**config.mk**
```make
export PLATFORM = sky130hd
export DESIGN_NAME = fht_io_reorder
export DESIGN_NICKNAME = d
export VERILOG_FILES = /design/src/rtl/fht_io_pkg.sv /design/src/rtl/fht_io_sat.sv /design/src/rtl/fht_io_reorder.sv
export SDC_FILE = /design/constraint.sdc
export NUM_CORES = 1
export LEC_CHECK = 0
export CORE_ASPECT_RATIO = 1.1
export CORE_MARGIN = 5
export CORE_UTILIZATION = 50
export DETAILED_ROUTE_END_ITERATION = 10
export GPL_TIMING_DRIVEN = 0
export PLACE_DENSITY = 0.81
export SYNTH_ARGS = -nofsm -noshare
export SYNTH_HDL_FRONTEND = slang
export SYNTH_SLANG_ARGS = --single-unit
```
**constraint.sdc**
```tcl
create_clock -name iCLK -period 8.7 [get_ports iCLK]
set_input_delay 1.74 -clock iCLK [delete_from_list [all_inputs] [get_ports iCLK]]
set_output_delay 1.74 -clock iCLK [all_outputs]
set_load 0.05 [all_outputs]
```
**src/rtl/fht_io_pkg.sv**
```systemverilog
// Shared types and helpers for the FHT RAM load/unload front end.
// The helpers use fixed 32/64-bit containers so that any parameterisation can call them.
package fht_io_pkg;

  typedef enum logic [2:0] {
    StIdle,
    StLoad,
    StRdAddr,
    StRdWait,
    StEmit,
    StDone
  } fht_io_state_t;

  // Reverses the low w bits of x; the bits above w come back as zero.
  function automatic logic [31:0] f_bit_rev(input logic [31:0] x, input int unsigned w);
    logic [31:0] r;
    r = '0;
    for (int unsigned i = 0; i < 32; i++) begin
      if (i < w) r[5'(w - 1 - i)] = x[5'(i)];
    end
    return r;
  endfunction

  // Rounds half toward +inf, drops frac fractional bits, then clamps to a signed adc-bit range.
  function automatic logic signed [31:0] f_round_sat(input logic signed [63:0] d,
                                                     input int unsigned frac,
                                                     input int unsigned adc);
    logic signed [63:0] s;
    logic signed [63:0] q;
    logic signed [63:0] hi;
    logic signed [63:0] lo;
    s  = d + (64'sd1 <<< (frac - 1));
    q  = s >>> frac;
    hi = (64'sd1 <<< (adc - 1)) - 64'sd1;
    lo = -(64'sd1 <<< (adc - 1));
    if (q > hi) begin
      q = hi;
    end else if (q < lo) begin
      q = lo;
    end
    return q[31:0];
  endfunction

endpackage

```
**src/rtl/fht_io_sat.sv**
```systemverilog
// Combinational round/saturate of a D_BIT fixed-point word to an ADC_WIDTH integer.
module fht_io_sat
  import fht_io_pkg::*;
#(
  parameter int unsigned ADC_WIDTH = 16,
  parameter int unsigned D_BIT     = 22
) (
  input  logic [D_BIT-1:0]     data_i,
  output logic [ADC_WIDTH-1:0] data_sat_o
);

  logic signed [63:0] data_ext;
  logic signed [31:0] sat_full;
  logic               unused_sat_hi;

  assign data_ext      = {{(64 - D_BIT){data_i[D_BIT-1]}}, data_i};
  assign sat_full      = f_round_sat(data_ext, D_BIT - ADC_WIDTH, ADC_WIDTH);
  assign data_sat_o    = sat_full[ADC_WIDTH-1:0];
  assign unused_sat_hi = ^sat_full[31:ADC_WIDTH];

endmodule

```
**src/rtl/fht_io_reorder.sv**
```systemverilog
// Streaming loader/unloader for the banked FHT RAM: serial samples in, row-major bank writes;
// normal or bit-reversed row reads out as a backpressured word stream.
module fht_io_reorder
  import fht_io_pkg::*;
#(
  parameter int unsigned ADC_WIDTH = 16,
  parameter int unsigned D_BIT     = 22,
  parameter int unsigned A_BIT     = 8,
  parameter int unsigned BANKS     = 4,
  parameter int unsigned BW        = $clog2(BANKS)
) (
  input  logic                   iCLK,
  input  logic                   iRESET,
  input  logic                   iLOAD,
  input  logic                   iUNLOAD,
  input  logic                   iREV,
  input  logic                   iVALID,
  input  logic [ADC_WIDTH-1:0]   iDATA,
  output logic                   oREADY,
  output logic [BANKS-1:0]       oWE,
  output logic [A_BIT-1:0]       oADDR_WR,
  output logic [D_BIT-1:0]       oDATA_WR,
  output logic [A_BIT-1:0]       oADDR_RD,
  input  logic [BANKS*D_BIT-1:0] iDATA_RD,
  output logic                   oVALID,
  input  logic                   iREADY,
  output logic [D_BIT-1:0]       oDATA,
  output logic [ADC_WIDTH-1:0]   oDATA_SAT,
  output logic [BW-1:0]          oBANK,
  output logic                   oBUSY,
  output logic                   oDONE
);

  fht_io_state_t                 state_q, state_d;
  logic [A_BIT-1:0]              row_q, row_d;
  logic [BW-1:0]                 bank_q, bank_d;
  logic                          rev_q, rev_d;
  logic [BANKS-1:0]              we_q, we_d;
  logic [A_BIT-1:0]              addr_wr_q, addr_wr_d;
  logic [D_BIT-1:0]              data_wr_q, data_wr_d;
  logic [BANKS-1:0][D_BIT-1:0]   buf_q, buf_d;
  logic                          done_q, done_d;

  logic                          row_last;
  logic                          bank_last;
  logic [31:0]                   row_rev_full;
  logic [A_BIT-1:0]              rd_row;
  logic                          unused_row_rev_hi;

  assign row_last          = (row_q == '1);
  assign bank_last         = (bank_q == '1);
  assign row_rev_full      = f_bit_rev(32'(row_q), A_BIT);
  assign rd_row            = rev_q ? row_rev_full[A_BIT-1:0] : row_q;
  assign unused_row_rev_hi = ^row_rev_full[31:A_BIT];

  always_comb begin
    state_d   = state_q;
    row_d     = row_q;
    bank_d    = bank_q;
    rev_d     = rev_q;
    we_d      = '0;
    addr_wr_d = addr_wr_q;
    data_wr_d = data_wr_q;
    buf_d     = buf_q;
    // DONE is reported the cycle after the DONE state, together with oBUSY falling.
    done_d    = (state_q == StDone);

    unique case (state_q)
      StIdle: begin
        if (iLOAD) begin
          state_d = StLoad;
          row_d   = '0;
          bank_d  = '0;
        end else if (iUNLOAD) begin
          state_d = StRdAddr;
          rev_d   = iREV;
          row_d   = '0;
          bank_d  = '0;
        end
      end
      StLoad: begin
        if (iVALID) begin
          we_d[bank_q] = 1'b1;
          addr_wr_d    = row_q;
          data_wr_d    = {iDATA, {(D_BIT - ADC_WIDTH){1'b0}}};
          bank_d       = bank_q + 1'b1;
          if (bank_last) begin
            row_d = row_q + 1'b1;
            if (row_last) state_d = StDone;
          end
        end
      end
      StRdAddr: state_d = StRdWait;
      StRdWait: begin
        buf_d   = iDATA_RD;
        state_d = StEmit;
      end
      StEmit: begin
        if (iREADY) begin
          bank_d = bank_q + 1'b1;
          if (bank_last) begin
            row_d   = row_q + 1'b1;
            state_d = row_last ? StDone : StRdAddr;
          end
        end
      end
      StDone:  state_d = StIdle;
      default: state_d = StIdle;
    endcase
  end

  always_ff @(posedge iCLK or negedge iRESET) begin
    if (!iRESET) begin
      state_q   <= StIdle;
      row_q     <= '0;
      bank_q    <= '0;
      rev_q     <= 1'b0;
      we_q      <= '0;
      addr_wr_q <= '0;
      data_wr_q <= '0;
      buf_q     <= '0;
      done_q    <= 1'b0;
    end else begin
      state_q   <= state_d;
      row_q     <= row_d;
      bank_q    <= bank_d;
      rev_q     <= rev_d;
      we_q      <= we_d;
      addr_wr_q <= addr_wr_d;
      data_wr_q <= data_wr_d;
      buf_q     <= buf_d;
      done_q    <= done_d;
    end
  end

  always_comb begin
    oREADY   = (state_q == StLoad);
    oVALID   = (state_q == StEmit);
    oDATA    = oVALID ? buf_q[bank_q] : '0;
    oBANK    = oVALID ? bank_q : '0;
    // Address is held through RD_WAIT so a RAM sampling late in the cycle still sees it.
    oADDR_RD = (state_q == StRdAddr || state_q == StRdWait) ? rd_row : '0;
    oBUSY    = (state_q != StIdle);
    oDONE    = done_q;
    oWE      = we_q;
    oADDR_WR = addr_wr_q;
    oDATA_WR = data_wr_q;
  end

  fht_io_sat #(
    .ADC_WIDTH(ADC_WIDTH),
    .D_BIT    (D_BIT)
  ) u_sat (
    .data_i    (oDATA),
    .data_sat_o(oDATA_SAT)
  );

endmodule

```
======== After elaboration in Yosys (flattened, before gate mapping) ========
Cells that the tools add are included.
word-level totals
  register bits after elaboration ......... 131
  latch bits .............................. 0
  memory bits (writable) .................. 0
  memory bits (read-only) ................. 0
  input bits .............................. 111
  output and inout bits ................... 86
  memories kept ........................... 0
operators by class
  add/sub/neg operators ................... 3
  multiply operators ...................... 0
  div/mod/pow operators ................... 0
  order comparisons ....................... 4
  equality and inequality tests ........... 13
  shifts and indexed selects .............. 0
  multiplexer cells ....................... 32
  bitwise gates (word level) .............. 1
  reduce and logical (&&, ||, !) cells .... 9
operators with widths
  operator                                                                         number
  8-bit two-way mux                                                                7
  22-bit binary-select mux with 2-bit select                                       1
  22-bit two-way mux                                                               2
  16-bit two-way mux                                                               2
  3-bit two-way mux                                                                8
  8-bit one-hot mux with 3 select lines                                            1
  22-bit by 7-bit adder with 23-bit output (second input constant)                 1
  17-bit by 16-bit > comparator with 1-bit output (second input constant)          1
  17-bit by 16-bit less-than comparator with 1-bit output (second input constant)  1
  3-bit one-hot mux with 5 select lines                                            1
  2-bit two-way mux                                                                5
  8-bit by 1-bit adder with 8-bit output (second input constant)                   1
  8-bit equality test (second input constant)                                      1
  4-bit two-way mux                                                                2
  2-bit by 1-bit != test with 1-bit output (second input constant)                 4
  3-bit by 2-bit equality test with 1-bit output (second input constant)           2
  3-bit equality test (second input constant)                                      2
  2-bit one-hot mux with 3 select lines                                            1
  6-bit AND reduction                                                              1
  3-bit nonzero test                                                               2
  4-bit AND reduction                                                              1
  3-bit by 1-bit equality test with 1-bit output (second input constant)           1
  3-bit zero test                                                                  1
  2-bit by 3-bit less-than comparator with 1-bit output (second input constant)    1
  12 further kinds                                                                 12

======== Logic depth before layout (Yosys ltp) ========
Gate-level depths: netlist of run 1.
  word-level depth ........................ 7
  depth in mapped cells ................... 14
  gate-level depth less buffers ........... 10

======== Cells and area by module ========
Synthesis of run 1 repeated with hierarchy kept, for this count alone.
unflattened totals
  cell total of the unflattened synthesis .. 508
  area, all modules ....................... 6722.7 um2
by module, submodules not included
  module          instances  cells an instance  area an instance (um2)  seq. area each (um2)
  fht_io_reorder  1          431                6198.4                  3278.1
  fht_io_sat      1          77                 524.3                   0.0

======== Worst setup path before layout of run 1 ========
No wires, ideal clock.
  kind .................................... flip-flop to output port
  from .................................... register state_q[1]
  to ...................................... output port oDATA_SAT[4]
  arrival time ............................ 4.333 ns
  path slack .............................. 2.627 ns
  cell stages (with the launch flop) ...... 13
  path buffers ............................ 3
  path through ............................ dfrtp_1 nor2_1 nand2_1 inv_1 buf_2 clkbuf_1 clkbuf_1 and2_1 ha_1 nand2_1 nor4_1 nor2_1 a21boi_0
between the ends
  cells in the longest elaborated chain, start to end .. 6
  elaborated cells between the ends (all ways) .. 7
RTL lines
  what                                                     line                   source
  from (decl)                                              fht_io_reorder.sv:34   fht_io_state_t state_q, state_d;
  from (signal assigned)                                   fht_io_reorder.sv:114  state_q <= StIdle;
  from (signal assigned)                                   fht_io_reorder.sv:124  state_q <= state_d;
  3-bit equality test *                                    fht_io_reorder.sv:138  oVALID = (state_q == StEmit);
  via oVALID                                               fht_io_reorder.sv:25   output logic oVALID,
  22-bit two-way mux *                                     fht_io_reorder.sv:139  oDATA = oVALID ? buf_q[bank_q] : '0;
  via oDATA[6]                                             fht_io_reorder.sv:27   output logic [D_BIT-1:0] oDATA,
  22-bit by 7-bit adder with 23-bit output *               fht_io_pkg.sv:32       s = d + (64'sd1 <<< (frac - 1));
  17-bit by 16-bit less-than comparator with 1-bit output  fht_io_pkg.sv:38       end else if (q < lo) begin
  16-bit two-way mux                                       fht_io_pkg.sv:38
  16-bit two-way mux *                                     fht_io_pkg.sv:36       if (q > hi) begin
  to (decl)                                                fht_io_reorder.sv:28   output logic [ADC_WIDTH-1:0] oDATA_SAT,
Mark *: on every way through the listed nets, which the timed path passes. The rest lies on a longest branch.

======== Worst setup path in the final report of run 1 ========
  from .................................... register state_q[1]
  to ...................................... output port oDATA_SAT[1]
between the ends
  cells in the longest elaborated chain, start to end .. 6
  elaborated cells between the ends (all ways) .. 7
RTL lines
  what                                                     line
  3-bit equality test *                                    fht_io_reorder.sv:138
  22-bit two-way mux *                                     fht_io_reorder.sv:139
  22-bit by 7-bit adder with 23-bit output *               fht_io_pkg.sv:32
  17-bit by 16-bit less-than comparator with 1-bit output  fht_io_pkg.sv:38
  16-bit two-way mux                                       fht_io_pkg.sv:38
  16-bit two-way mux *                                     fht_io_pkg.sv:36
Mark *: on every way between the ends. The rest lies on a longest branch, timed or not.

==> PnR_summary.wiki, run 1 <==
{| class="wikitable"
! Metric !! Value
|-
| Post-synthesis register bit count || 131
|-
| EDFF count, synth || 0
|-
| Most common flop cell mapped by yosys || sky130_fd_sc_hd__dfrtp_1
|-
| Antenna violations before repair || 0
|-
| Main combinational cell family by area after synthesis || multiplexers
|-
| Setup Skew || about 0.0085 ns
|-
| Synthesized area || 6540 sq um
|-
| Number of setup buffers added after CTS || 0
|-
| Area share of fa/ha/maj cells after synthesis || 0.0130
|-
| Sequential Area || 3280 sq um
|-
| CP peak stage delay || 0.84 ns
|-
| Maxcap violations || 0
|-
| Standby leakage power || between 3 and 4 nW
|-
| Status || completed
|-
| Number of antenna diodes || 0
|-
| Crit path cell chain || nor2_1 > nand2_1 > inv_1 > buf_2 > clkbuf_1 > clkbuf_1 > and2_1 > ha_1 > and3_4 > nand2_2 > or4b_1 > buf_2 > nand2b_1 > o21ai_0 > clkdlybuf4s50_1
|-
| Simple-gate area share of the yosys netlist || 0.104
|-
| Max Transition Viols Final || 0
|-
| Unrepaired setup endpoints after global routing || false
|-
| Data required time of the critical path || 6.96 ns
|-
| Final count of negative-setup-slack endpoints || 0
|-
| Post-detailed-route via-to-cell ratio || approximately 5.5
|-
| Highest ir drop seen on vdd || 0.131 mV
|-
| Number of buffers inserted during clock tree synthesis || 17
|-
| Multi-input gate area || 3040 sq um
|-
| Design internal power || between 1 and 1.5 mW
|-
| H-tree levels || 4
|-
| Vias in the first global route || 5303
|-
| Critical path endpoint category || output pin
|-
| Fraction of synthesized area in multiplexers || 0.293
|-
| DP HPWL || 13400 microns
|-
| Share of final-layout standard cells stronger than drive strength 1 || 0.251
|-
| Maximum fanout encountered on the critical timing path || 10
|-
| Post-synthesis share of cell area spent on xor and xnor gates || 0.0161
|-
| Filler cell count in the final layout || around 870
|-
| Die height || 130 microns
|-
| Overall via count from detail_route || about 5000
|-
| Number of instances in the synthesized netlist || around 510
|-
| Post-route fraction of the period consumed by the critical path || 0.776
|-
| Total number of nets in the final design || 846
|-
| Clock network power share || 0.403
|-
| Startpoint types || flop
|-
| Number of unique standard cell types used by synthesis || 53
|-
| Total Wirelength || 17600 microns
|-
| Starting density of the core || 0.515
|-
| Yosys warns || 0
|-
| Router iterations before antenna repair || 4
|-
| Worst slew slack as a fraction of its limit || 0.557
|-
| Number of sinks on the clock net || 131
|-
| Highest clock frequency the design can meet || 148 MHz
|-
| Total Neg Setup Slack || 0 ns
|-
| Placed instance count || 867
|-
| Synthesized-area fraction occupied by ao, oa, aoi and oai cells || 0.0354
|-
| Transition time at the pin with the least slew margin || 0.664 ns
|-
| Clk slew on worst S/H paths || ~0.060 ns
|-
| Synthesized area divided by synthesized cell count || 12.7 sq um
|-
| Worst path slowest cell || sky130_fd_sc_hd__clkdlybuf4s50_1
|-
| TritonCTS clock tree || yes
|-
| Quantity of gates resized following cts || 0
|-
| Die W || 119 microns
|-
| Number of I/O pins || 197
|-
| Placeable core area || about 13000 sq um
|-
| Final Hold Fails || 0
|-
| Number of buffers inserted for hold repair after clock tree synthesis || 0
|-
| Number of routed nets with antenna violations || 0
|-
| Number of buffers between clock root and the deepest sink || 2
|-
| Number of cells in the finished layout apart from fillers || 899
|-
| Worst endpoint data arrival time || 5.01 ns
|-
| Global-route wire length before repair || 27900 microns
|-
| Area growth from synthesis to layout || 42.1%
|-
| Category of cells accounting for the largest share of critical-path delay || buffers and inverters
|-
| Net Sw Power || 0.510 mW
|-
| Total die area || 15500 sq um
|-
| Pwr dens || between 150 and 200 nW/um^2
|-
| Total buffers and inverters traversed by the critical path || 6
|-
| Time the worst path needs with I/O delays and setup || 6.75 ns
|-
| Clock Latency Late Sink || just over 0.4 ns
|-
| # rows || 43
|-
| Drt wl/cell || 19.6 microns
|-
| Final core utilization || 0.733
|-
| Share of synthesized registers carrying an async set or reset || 1.00
|-
| Crit Path Class || reg -> out
|-
| Type of the tightest min-delay check || reg -> reg
|-
| Routability Congestion || about 0.85
|-
| DRC violations left || 0
|-
| Quantity of I/O buffers inserted on ports || between 150 and 200
|-
| Portion of total power attributed to sequential cells || 0.390
|-
| Root buffer cell || sky130_fd_sc_hd__clkbuf_16
|-
| Post-route worst hold slack || around 0.5 ns
|-
| Combinational power share || 0.207
|-
| Sw Ratio || 0.282
|-
| Violation count after the first detailed-routing iteration || 337
|-
| Share of synthesized area occupied by flip-flops and latches || 0.501
|-
| Global route total overflow || 0
|-
| GRT Util Overall || 0.233
|-
| Pin count of the biggest net entering global routing || 74
|}
synth_stat cells (7+ instances only):
master / n / share of area
sky130_fd_sc_hd__buf_4: 7 / 0.0080
sky130_fd_sc_hd__dfrtp_1: 131 / 0.50
sky130_fd_sc_hd__mux2_2: 114 / 0.20
sky130_fd_sc_hd__o21ai_0: 13 / 0.0099
sky130_fd_sc_hd__nor2_1: 28 / 0.016
sky130_fd_sc_hd__mux2i_1: 9 / 0.014
sky130_fd_sc_hd__nand2_1: 29 / 0.017
sky130_fd_sc_hd__inv_1: 12 / 0.0069
sky130_fd_sc_hd__and2_1: 19 / 0.018
sky130_fd_sc_hd__mux4_2: 16 / 0.055
sky130_fd_sc_hd__nor3_1: 7 / 0.0054
sky130_fd_sc_hd__nand3_1: 14 / 0.011
sky130_fd_sc_hd__clkbuf_1: 19 / 0.011
power by group through the flow:
stage | logic [mW] | clock network (mW) | registers (mW)
6_report | 0.374 | 0.730 | 0.706
5_1_grt | 0.397 | 0.768 | 0.713
4_1_cts | 0.375 | 0.737 | 0.706
3_5_place_dp | 0.371 | 0 | 0.716
3_3_place_gp | 0.362 | 0 | 0.712
2_1_floorplan | 0.157 | 0 | 0.771
kinds of logic (layout without fill, tap and decap cells):
logic type                 after synthesis  count (layout)
muxes                                  146             146
adders and majority gates                7               7
buffers and inverters                   49             272
AOI/OAI and AO/OA                       38              38
other                                    1               6
DFF                                    131             131
and+or+nand+nor                        130             130
xor gates and xnor gates                12              12
per-layer routing:
layer  up-vias  GRT usage  share of wire  wire, microns
met5         -          0              0              0
met4         0     0.0879          0.024            424
met3        29     0.0663          0.064           1120
met2       170      0.407           0.52           9100
met1      2493      0.276           0.39           6940
li1       2264          -              -              -
registers in the layout, indices dropped and copies added, names as in the netlist:
name	cells
bank_q	2
buf_q	88
oADDR_WR	8
oDATA_WR	16
oDONE	1
oWE	4
rev_q	1
row_q	8
state_q	3
cells in the final DEF, fill, tap and decap left out, types with 3 or more instances in the layout:
master	instances
sky130_fd_sc_hd__buf_2	4
sky130_fd_sc_hd__mux2_2	114
sky130_fd_sc_hd__and3_1	5
sky130_fd_sc_hd__clkinv_4	3
sky130_fd_sc_hd__clkbuf_16	17
sky130_fd_sc_hd__mux2i_1	9
sky130_fd_sc_hd__a21oi_1	5
sky130_fd_sc_hd__nand3_1	14
sky130_fd_sc_hd__buf_6	3
sky130_fd_sc_hd__xnor2_1	6
sky130_fd_sc_hd__nand2_1	29
sky130_fd_sc_hd__conb_1	6
sky130_fd_sc_hd__and2_1	19
sky130_fd_sc_hd__buf_4	7
sky130_fd_sc_hd__clkbuf_1	19
sky130_fd_sc_hd__nand4_1	3
sky130_fd_sc_hd__o22ai_1	4
sky130_fd_sc_hd__o21ai_0	13
sky130_fd_sc_hd__nor4_1	3
sky130_fd_sc_hd__ha_1	6
sky130_fd_sc_hd__o21ai_1	3
sky130_fd_sc_hd__nand2b_1	5
sky130_fd_sc_hd__buf_1	4
sky130_fd_sc_hd__inv_1	12
sky130_fd_sc_hd__nor3_1	7
sky130_fd_sc_hd__clkdlybuf4s50_1	189
sky130_fd_sc_hd__clkinv_2	4
sky130_fd_sc_hd__clkinvlp_4	3
sky130_fd_sc_hd__bufinv_16	3
sky130_fd_sc_hd__xor2_1	6
sky130_fd_sc_hd__dfrtp_1	131
sky130_fd_sc_hd__mux4_2	16
sky130_fd_sc_hd__a21boi_0	3
sky130_fd_sc_hd__mux4_1	6
sky130_fd_sc_hd__nor2_1	28
through the flow:
stage               cell area (sq um)  power (mW)  setup WS [ns]
finish                           9300        1.81           1.95
global placement                 8660        1.07           1.02
global route                     9300        1.88           1.62
detailed placement               8690        1.09           2.38
CTS                              9300        1.82           1.92
floorplan                        6560       0.928           2.63
worst register-to-register path, delay by kind of cell, from the launching register on:
family	cells	cell delay [ns]
muxes	1	0.41
DFF	1	0.37
and+or+nand+nor	2	0.45
buffers and inverters	4	1.54
final timing paths:
path | start | cells after the start | slack (ns) | to
setup / recovery | state_q[1] | 15 | 1.95 | oDATA_SAT[1]
hold / removal | buf_q[12] | 1 | 0.50 | buf_q[12]
setup reg to reg | state_q[0] | 7 | 5.80 | buf_q[9]
hold reg to reg | buf_q[12] | 1 | 0.50 | buf_q[12]
max in group asynchronous | iRESET | 2 | 6.67 | buf_q[33]
min in group asynchronous | iRESET | 1 | 1.29 | oDATA_WR[20]
final cells by class:
cell class	count	share of cell area
multi-input cells	339	0.327
clock inverters	13	0.0171
clock buffers	19	0.0487
flip-flops and latches	131	0.352
well taps	157	0.0211
plain buffers	37	0.0217
repair buffers	191	0.208
inverters	12	0.00484
No activity file was read; power rests on OpenSTA's default activity.
==> run 2, diff against run 1 <==
--- a/config.mk
+++ b/config.mk
@@ -7,10 +7,10 @@
 export LEC_CHECK = 0
 export CORE_ASPECT_RATIO = 1.1
 export CORE_MARGIN = 5
-export CORE_UTILIZATION = 50
+export CORE_UTILIZATION = 43
 export DETAILED_ROUTE_END_ITERATION = 10
 export GPL_TIMING_DRIVEN = 0
-export PLACE_DENSITY = 0.81
+export PLACE_DENSITY = 0.74
 export SYNTH_ARGS = -nofsm -noshare
 export SYNTH_HDL_FRONTEND = slang
 export SYNTH_SLANG_ARGS = --single-unit
==> constraint.sdc (replaced) <==
create_clock -name iCLK -period 5.5 [get_ports iCLK]
set_input_delay 1.1 -clock iCLK [delete_from_list [all_inputs] [get_ports iCLK]]
set_output_delay 1.1 -clock iCLK [all_outputs]
set_load 0.05 [all_outputs]
==> PnR_summary.wiki, run 2 (synthesis gave the netlist of run 1 again) <==
{| class="wikitable"
! Metric !! Value
|-
| Overall via count from detail_route || 4922
|-
| Worst r2r path cells || 7
|-
| Global-route wire length before repair || 28200 microns
|-
| Clk slew on worst S/H paths || ~0.06 ns
|-
| Global route total overflow || 0
|-
| H-tree levels || 4
|-
| Final count of negative-setup-slack endpoints || 0
|-
| Pwr dens || 305 nW/um^2
|-
| Violation count after the first detailed-routing iteration || 346
|-
| Number of antenna diodes || 0
|-
| Total die area || 17800 sq um
|-
| GRT Util Overall || 0.204
|-
| Worst path slowest cell || sky130_fd_sc_hd__dfrtp_1
|-
| DP HPWL || roughly 14000 microns
|-
| Critical path endpoint category || output pin
|-
| Most frequent cells in the layout || sky130_fd_sc_hd__clkdlybuf4s50_1 (177), sky130_fd_sc_hd__dfrtp_1 (131), sky130_fd_sc_hd__mux2_2 (114)
|-
| Highest ir drop seen on vdd || roughly 0.36 mV
|-
| Startpoint types || flop
|-
| Area of all placed cells without fillers || 9350 sq um
|-
| Maxcap violations || 0
|-
| Dpl cell area || 8740 sq um
|-
| Endpoint of the most critical register-to-register path || buf_q[17]
|-
| Type of the tightest min-delay check || reg -> reg
|-
| Time the worst path needs with I/O delays and setup || 5.20 ns
|-
| CP peak stage delay || 0.57 ns
|-
| Filler cell count in the final layout || around 1200
|-
| Die height || 139 microns
|-
| Number of routed nets with antenna violations || 0
|-
| TritonCTS clock tree || yes
|-
| Endpoint, Worst Hold || buf_q[38]
|-
| Antenna violations before repair || 0
|-
| Crit Path Class || reg -> out
|-
| Final core utilization || 0.624
|-
| Launch instance of the worst register-to-register path || state_q[0]
|-
| Post-route fraction of the period consumed by the critical path || 0.946
|-
| Largest reg by FF count || buf_q
|-
| Min-Delay Startpoint || buf_q[38]
|-
| Number of buffers inserted during clock tree synthesis || 17
|-
| Routability Congestion || 0.902
|-
| Most common library cell in the layout ignoring fill and taps || sky130_fd_sc_hd__clkdlybuf4s50_1
|-
| Number of buffers between clock root and the deepest sink || 2
|-
| Largest register FFs || 88
|-
| Post-detailed-route via-to-cell ratio || approximately 5.3
|-
| Number of setup buffers added after CTS || 0
|-
| Quantity of I/O buffers inserted on ports || 190
|-
| Highest clock frequency the design can meet || 192 MHz
|-
| Crit path cell chain || buf_2 > buf_4 > mux4_2 > and2_1 > ha_1 > and3_4 > nand2_2 > or4b_1 > buf_2 > nand2b_1 > o211ai_1 > clkdlybuf4s15_2
|-
| Pin count of the biggest net entering global routing || 80
|-
| Drt wl/cell || between 15 and 20 microns
|-
| # rows || 47
|-
| Status || completed
|-
| Data required time of the critical path || approximately 4.4 ns
|-
| Die W || 128 microns
|-
| Cell repeated most along the worst path || sky130_fd_sc_hd__buf_2
|-
| Vias in the first global route || 5203
|-
| Total Wirelength || 17900 microns
|-
| Max Transition Viols Final || 0
|-
| Transition time at the pin with the least slew margin || ~0.7 ns
|-
| Root buffer cell || sky130_fd_sc_hd__clkbuf_16
|-
| Total number of nets in the final design || about 850
|-
| Number of sinks on the clock net || between 100 and 150
|-
| Unrepaired setup endpoints after global routing || false
|-
| Count of cells along the worst hold path || 1
|-
| Router iterations before antenna repair || 5
|-
| Placeable core area || 15000 sq um
|-
| Maximum fanout encountered on the critical timing path || 10
|-
| Setup Skew || 0.00757 ns
|-
| DRC violations left || 0
|-
| R2R setup slack || between 2 and 3 ns
|-
| First element of the critical path || bank_q[1]
|-
| Final Hold Fails || 0
|-
| Worst endpoint data arrival time || between 4 and 5 ns
|-
| Starting density of the core || 0.436
|-
| Number of I/O pins || around 200
|-
| Clock Latency Late Sink || 0.42 ns
|-
| Worst slew slack as a fraction of its limit || 0.532
|-
| Standby leakage power || approximately 3.9 nW
|-
| Area growth from synthesis to layout || 42.9%
|-
| Share of final-layout standard cells stronger than drive strength 1 || 0.266
|}
[run 2: through the flow]
step                      cells  TNS, ns  total power, mW  hold WS, ns  worst slack (ns)
final                       936        0             2.85        0.497             0.298
after global routing        936        0             2.97        0.513            0.0108
after CTS                   936        0             2.88        0.499             0.161
after detailed placement    906    -1.12             1.72        0.487            -0.139
after global placement      905  -209.11             1.70        0.479             -1.60
after floorplan             519        0             1.47        0.470            0.0673
[run 2: worst max-delay path by stage]
stage,endpoint,depth (start not counted)
CTS,oDATA_SAT[4],10
global placement,buf_q[35],1
global route,oDATA_SAT[14],14
floorplan,oDATA_SAT[4],12
detailed placement,oDATA_SAT[14],15
finish,oDATA_SAT[14],12
[run 2: area by class of cell]
type | instances | area, sq um | area share
clock buffers | 22 | 474 | 0.0507
flip-flops and latches | 131 | 3280 | 0.350
multi-input cells | 339 | 3040 | 0.325
inverters | 12 | 45.0 | 0.00482
well taps | 196 | 245 | 0.0262
clock inverters | 9 | 129 | 0.0138
plain buffers | 36 | 199 | 0.0213
repair buffers | 191 | 1940 | 0.207
[run 2: layer usage]
| layer | track usage | wire, microns | part of all wire |
|---|---|---|---|
| met4 | 0.0665 | 265 | 0.015 |
| met3 | 0.0529 | 1160 | 0.065 |
| met1 | 0.246 | 7010 | 0.39 |
| met5 | 0 | 0 | 0 |
| met2 | 0.355 | 9490 | 0.53 |
[run 2: critical path: cells and delay by family (launching register included)]
family / cells / cell delay (ns)
buffers and inverters: 4 / 1.19
adders and majority gates: 1 / 0.24
and+or+nand+nor: 5 / 1.25
muxes: 1 / 0.29
AOI/OAI and AO/OA: 1 / 0.14
DFF: 1 / 0.57
[run 2: power by group]
group          switching (mW)  internal [mW]  total [mW]
clock                   0.404          0.744        1.15
sequential             0.0706           1.05        1.12
combinational           0.312          0.277       0.590
[run 2: what timing repair did]
item / CTS / global route
resized for setup: 37 / 3
hold buffers: 0 / 0
setup endpoints to repair: 15 / 6
